### src/rtl/mac_pe_param.sv
// mac_pe_param: weight-stationary systolic MAC processing element.
// Double-buffered weight (shadow/active), two-stage multiply then accumulate,
// registered east/south forwarding for tiling into an R x C array.
// Optional build macro MAC_PE_SAT_EN: saturating stage-2 add plus sticky sat_flag.
module mac_pe_param #(
    parameter int unsigned ACT_W  = 8,
    parameter int unsigned WGT_W  = 8,
    parameter int unsigned ACC_W  = 24,
    parameter int unsigned SIGNED = 0
) (
    input  logic             clk,
    input  logic             rst_n,
    input  logic [ACT_W-1:0] act_in,
    input  logic             act_valid_in,
    output logic [ACT_W-1:0] act_out,
    output logic             act_valid_out,
    input  logic [WGT_W-1:0] wgt_in,
    input  logic             wgt_load,
    input  logic             wgt_swap,
    output logic [WGT_W-1:0] wgt_out,
    input  logic [ACC_W-1:0] psum_in,
    output logic [ACC_W-1:0] psum_out,
    output logic             psum_valid_out
`ifdef MAC_PE_SAT_EN
    ,
    output logic             sat_flag
`endif
);

    localparam int unsigned PW = ACT_W + WGT_W;

    if (ACC_W < PW) begin : g_acc_w_check
        $error("mac_pe_param: ACC_W must be >= ACT_W + WGT_W");
    end

    logic [ACT_W-1:0] act_q,    act_d;
    logic             act_v_q,  act_v_d;
    logic [WGT_W-1:0] shadow_q, shadow_d;
    logic [WGT_W-1:0] active_q, active_d;
    logic [PW-1:0]    mult_q,   mult_d;
    logic             v1_q,     v1_d;
    logic [ACC_W-1:0] psum_q,   psum_d;
    logic             psum_v_q, psum_v_d;

    logic [PW-1:0]    prod;
    logic [ACC_W-1:0] mult_ext;
    logic [ACC_W-1:0] sum_res;
    logic             ovf;

    // Stage-1 product; operands are widened to PW first so the low PW bits are
    // the correct two's-complement product in signed mode.
    always_comb begin
        logic          act_sx;
        logic          wgt_sx;
        logic [PW-1:0] act_ext;
        logic [PW-1:0] wgt_ext;
        act_sx  = (SIGNED != 0) && act_in[ACT_W-1];
        wgt_sx  = (SIGNED != 0) && active_q[WGT_W-1];
        act_ext = {{WGT_W{act_sx}}, act_in};
        wgt_ext = {{ACT_W{wgt_sx}}, active_q};
        prod    = act_ext * wgt_ext;
    end

    // Extend the registered product to accumulator width (zero or sign).
    if (ACC_W > PW) begin : g_ext
        always_comb begin
            logic mult_sx;
            mult_sx  = (SIGNED != 0) && mult_q[PW-1];
            mult_ext = {{(ACC_W-PW){mult_sx}}, mult_q};
        end
    end else begin : g_noext
        always_comb mult_ext = mult_q[ACC_W-1:0];
    end

`ifdef MAC_PE_SAT_EN
    logic sat_q, sat_d;

    // Stage-2 saturating add: unsigned clamps on carry-out, signed clamps
    // towards the sign of the operands when both share a sign the result lacks.
    always_comb begin
        logic [ACC_W:0]   sum_wide;
        logic [ACC_W-1:0] sum_wrap;
        logic [ACC_W-1:0] sat_val;
        sum_wide = {1'b0, psum_in} + {1'b0, mult_ext};
        sum_wrap = sum_wide[ACC_W-1:0];
        if (SIGNED != 0) begin
            ovf     = (psum_in[ACC_W-1] == mult_ext[ACC_W-1]) &&
                      (sum_wrap[ACC_W-1] != psum_in[ACC_W-1]);
            sat_val = psum_in[ACC_W-1] ? {1'b1, {(ACC_W-1){1'b0}}}
                                       : {1'b0, {(ACC_W-1){1'b1}}};
        end else begin
            ovf     = sum_wide[ACC_W];
            sat_val = '1;
        end
        sum_res = ovf ? sat_val : sum_wrap;
    end
`else
    // Stage-2 add wraps modulo 2^ACC_W.
    always_comb begin
        ovf     = 1'b0;
        sum_res = psum_in + mult_ext;
    end
`endif

    // Next-state for forwarding, weight buffers and both pipeline stages.
    always_comb begin
        act_d    = act_in;
        act_v_d  = act_valid_in;
        shadow_d = wgt_load ? wgt_in : shadow_q;
        active_d = wgt_swap ? shadow_q : active_q;
        v1_d     = act_valid_in;
        mult_d   = act_valid_in ? prod : mult_q;
        psum_v_d = v1_q;
        psum_d   = v1_q ? sum_res : psum_q;
    end

    // Register bank; synchronous active-low reset clears everything.
    always_ff @(posedge clk) begin
        if (!rst_n) begin
            act_q    <= '0;
            act_v_q  <= 1'b0;
            shadow_q <= '0;
            active_q <= '0;
            mult_q   <= '0;
            v1_q     <= 1'b0;
            psum_q   <= '0;
            psum_v_q <= 1'b0;
        end else begin
            act_q    <= act_d;
            act_v_q  <= act_v_d;
            shadow_q <= shadow_d;
            active_q <= active_d;
            mult_q   <= mult_d;
            v1_q     <= v1_d;
            psum_q   <= psum_d;
            psum_v_q <= psum_v_d;
        end
    end

`ifdef MAC_PE_SAT_EN
    // Sticky saturation flag, cleared only by reset.
    always_comb sat_d = sat_q | (v1_q & ovf);

    // Saturation flag register.
    always_ff @(posedge clk) begin
        if (!rst_n) sat_q <= 1'b0;
        else        sat_q <= sat_d;
    end

    assign sat_flag = sat_q;
`endif

    assign act_out        = act_q;
    assign act_valid_out  = act_v_q;
    assign wgt_out        = shadow_q;
    assign psum_out       = psum_q;
    assign psum_valid_out = psum_v_q;

endmodule

### config.mk
export PLATFORM = sky130hd
export DESIGN_NAME = mac_pe_param
export DESIGN_NICKNAME = d
export VERILOG_FILES = /design/src/rtl/mac_pe_param.sv
export SDC_FILE = /design/constraint.sdc
export NUM_CORES = 1
export LEC_CHECK = 0
export CELL_PAD_IN_SITES_DETAIL_PLACEMENT = 0
export CELL_PAD_IN_SITES_GLOBAL_PLACEMENT = 2
export CORE_MARGIN = 2
export CORE_UTILIZATION = 33
export DETAILED_ROUTE_END_ITERATION = 12
export PLACE_DENSITY_LB_ADDON = 0.3
export SYNTH_ARGS = -nofsm -noshare
export SYNTH_HDL_FRONTEND = slang
export SYNTH_SLANG_ARGS = --single-unit
### constraint.sdc
create_clock -name clk -period 5.7 [get_ports clk]
set_input_delay 0.855 -clock clk [delete_from_list [all_inputs] [get_ports clk]]
set_output_delay 0.855 -clock clk [all_outputs]
set_load 0.02 [all_outputs]
Word-level counts from Yosys, hierarchy flattened
Cells that the tools add are included.
Operators by class
  add/sub/neg operators: 1
  bitwise gates (word level): 0
  multipliers: 1
  div/mod/pow operators: 0
  reductions and logical operators: 0
  mux-type cells: 0
  equality and inequality tests: 0
  shift-type cells: 0
  order comparisons: 0
Operators by type and width (number)
  adder 24 x 16 -> 24 bit: 1
  multiplier 8 x 8 -> 16 bit: 1
Word-level totals
  logic and storage cells: 9
  memory bits (read-only): 0
  latch bits: 0
  memories kept: 0
  bits in writable memories: 0
  bits in registers: 66

Longest topological paths before layout
  depth in word-level cells: 1
  mapped depth: 16
  mapped depth without buffers: 16

Worst setup path after synthesis
No wires, ideal clock.
  path type: input-to-reg
  start: input act_in[1]
  end: register mult_q[15]
  stages: 13
  required time: 5.584 ns
  slack: 1.053 ns
  data arrival time: 4.531 ns
  path buffers: 0
  cell sequence: and2_1 fa_1 fa_1 fa_1 inv_1 fa_1 inv_1 ha_1 nand2_1 a2111o_1 a31oi_1 a21oi_1 o211a_1
On the way
  longest elaborated chain between the ends: 1
RTL lines
  start, declared: RTL line 13  | input logic [ACT_W-1:0] act_in,
  multiplier 8 x 8 -> 16 bit: RTL line 61  | prod = act_ext * wgt_ext;
  end signal, assigned: RTL line 133  | mult_q <= mult_d;
  end, declared: RTL line 40  | logic [PW-1:0] mult_q, mult_d;
No other way between the ends.
A chain may end at the register's enable or synchronous reset.

Worst setup path after layout
Same ends and word-level chain as after synthesis.

==> results.ini <==
[run_status]
outcome=finished, final reports clean

[routing]
antenna_left=0
drt_first_iter_violations=210
via_count=4583
wire_per_inst_um=14.91
post-route-drc-count=0
finalWirelength_mm=13.68
post_drt_via_cell_ratio=4.992
drt_first_pass_iters=4

[worst_setup_path]
cp_data_arrival_time_ns=5.46
cp-start-kind=input pin
r2r_setup_slack_ns=1.13
criticalPathCategory=input pin to flop
critPathRequiredTime_ns=5.95
worst-path-max-fanout=9
crit_path_end_kind=flop

[power]
p_total_uw=1337
p_leak_uw=0.003034
power_density_mw_per_mm2=197.5
vdd.ir_drop.worst_mv=0.1429

[sta]
worst-slew-pin-transition_ns=0.7535
fin_ws_ns=0.4902
timing.final.crit_period_ns=5.210
fmax_ghz=0.1919
timing.slew.headroom_pct=49.69
hold_viol=0
hold_slack_ns=0.4812
slew_violations=0
rsz0062_at_grt=no
finalCritPeriodShare_pct=91.40
fin_tns_setup_ns=0
finalSetupViolCount=0
finClkSkew_ns=0.008184

[floorplanning]
std_cell_rows=46
die_width_um=132.1
core_area_mm2=0.01594
die-height_um=132.1
start_util_pct=33.97
num_io_pins=87
die_area_mm2=0.01745

[logic_synthesis]
syn-num-nets=751
synth-main-ff-cell=sky130_fd_sc_hd__dfxtp_1
ys_seq_elements=66
mappedNetlistArea_mm2=0.005416
async_reset_ff_share_pct=0
synth-edff-count=0
synth_cell_types=61
synth-seq-area-share_pct=24.39
syn-instance-count=617
yosysWarningCount=0
synthesis.area_per_instance_um2=8.779

[grt]
grt_start_max_net_pins=46
antenna_violations_before_repair=0
grt_pass1_vias=4470
grt_pass1_wl_mm=22.74
remaining_overflow_grt=0
grt_usage_pct=16.11

[clock_network]
register_clock_pin_slew_on_the_reported_worst_setup_and_hold_paths_ns=0.06
cts-hold-fix-buffers=0
cts_htree_levels=3
clockBufferDepth=2
clk-insertion-delay-late_ns=0.35
cts_setup_buffers=0
cts-root-buf=sky130_fd_sc_hd__clkbuf_16
post_cts_resize_count=0
cts_tree=done
clock_sinks=66
tritoncts.num_buffers=9

[final_layout]
most_frequent_cells_in_the_layout=sky130_fd_sc_hd__clkdlybuf4s50_1 (86), sky130_fd_sc_hd__dfxtp_1 (66), sky130_fd_sc_hd__inv_1 (57), sky130_fd_sc_hd__and2_1 (57), sky130_fd_sc_hd__ha_1 (52)
final.fill_count=1592
num_antenna_cells=0
ff_latch_area_mm2=0.001321
num-nets-final=831
final_layout_size_suffix_gt1_share_pct=4.558
multi_input_area_mm2=0.003765
most_common_library_cell_in_the_layout_ignoring_fill_and_taps=sky130_fd_sc_hd__clkdlybuf4s50_1
areaGrowthSynthToFinish_pct=24.99

[placement]
globalplace.congestion=0.8029
dpl.hpwl_mm=10.65
worst_setup_slack_after_placement_ns=0.1348
numPortBuffers=86

[flow_run]
drv.max_cap_violation_count=0

[worst_hold_path]
hold_class=flop to flop

-- kinds of logic (layout without fill, tap and decap cells) --
logic type	count (synthesis)	in the layout	synth area share, %
fa+ha+maj	89	89	25.69
compound gates	111	111	14.21
flops	66	66	24.39
mux	31	31	5.729
simple gates	224	224	21.78
xor+xnor	13	13	2.102
buf+inv	83	168	6.099
-- critical path: stages --
cell,delay (ns)
sky130_fd_sc_hd__clkdlybuf4s50_1,0.59
sky130_fd_sc_hd__and2_1,0.27
sky130_fd_sc_hd__fa_1,0.50
sky130_fd_sc_hd__fa_1,0.53
sky130_fd_sc_hd__fa_1,0.56
sky130_fd_sc_hd__inv_1,0.06
sky130_fd_sc_hd__fa_1,0.53
sky130_fd_sc_hd__inv_1,0.04
sky130_fd_sc_hd__ha_1,0.35
sky130_fd_sc_hd__nand2_1,0.11
sky130_fd_sc_hd__a2111o_1,0.42
sky130_fd_sc_hd__a31oi_1,0.30
sky130_fd_sc_hd__a21oi_1,0.12
sky130_fd_sc_hd__o211a_1,0.22
-- power breakdown --
part | internal, uW | switching [uW]
combinational | 140 | 162
clock | 297 | 234
sequential | 487 | 18.3
-- layer usage --
layer | track usage, % | vias up | part of all wire (%)
met1 | 22.53 | 2168 | 49
met2 | 25.49 | 98 | 45
met3 | 3.460 | 12 | 4.6
met4 | 3.623 | 0 | 0.97
li1 | - | 2305 | -
met5 | 0 | - | 0
-- worst paths after layout --
path	depth (start not counted)	startpoint	to
min reg2reg	2	psum_out[1]	psum_out[1]
max	14	act_in[1]	mult_q[15]
min	2	psum_out[1]	psum_out[1]
max reg2reg	14	active_q[7]	mult_q[15]
-- stage by stage --
| stage | instance area, um2 | std cells | utilization (%) |
|---|---|---|---|
| 3_5_place_dp | 6491 | 902 | 40.72 |
| 4_1_cts | 6770 | 918 | 42.47 |
| 2_1_floorplan | 5416 | 617 | - |
| 3_3_place_gp | 6491 | 902 | 40.72 |
| 5_1_grt | 6770 | 918 | 42.47 |
| 6_report | 6770 | 918 | 42.47 |
-- Yosys cell counts, drive strengths merged (19+ instances only) --
| master | n | area share (%) |
|---|---|---|
| dfxtp | 66 | 24 |
| inv | 59 | 4.1 |
| and2 | 57 | 6.6 |
| ha | 52 | 12 |
| nor2 | 50 | 3.5 |
| nand2 | 39 | 2.7 |
| fa | 37 | 14 |
| mux2i | 31 | 5.7 |
| a21oi | 27 | 2.5 |
| o21ai | 22 | 2.0 |
| clkbuf | 19 | 1.3 |
| nand3 | 19 | 1.8 |
-- registers in the layout, indices dropped and copies added, names as in the netlist --
register	count
psum_out	24
psum_valid_out	1
active_q	8
mult_q	16
psum_v_d	1
act_out	8
wgt_out	8
-- layout make-up --
type                            count  share of cell area, %
Clock buffer                        9                  3.327
Clock inverter                      7                 0.7947
Inverter                           59                  3.271
Multi-Input combinational cell    468                  55.61
Sequential cell                    66                  19.52
Tap cell                          216                  3.992
Timing Repair Buffer               93                  13.49
(Power assumes the default switching activity.)
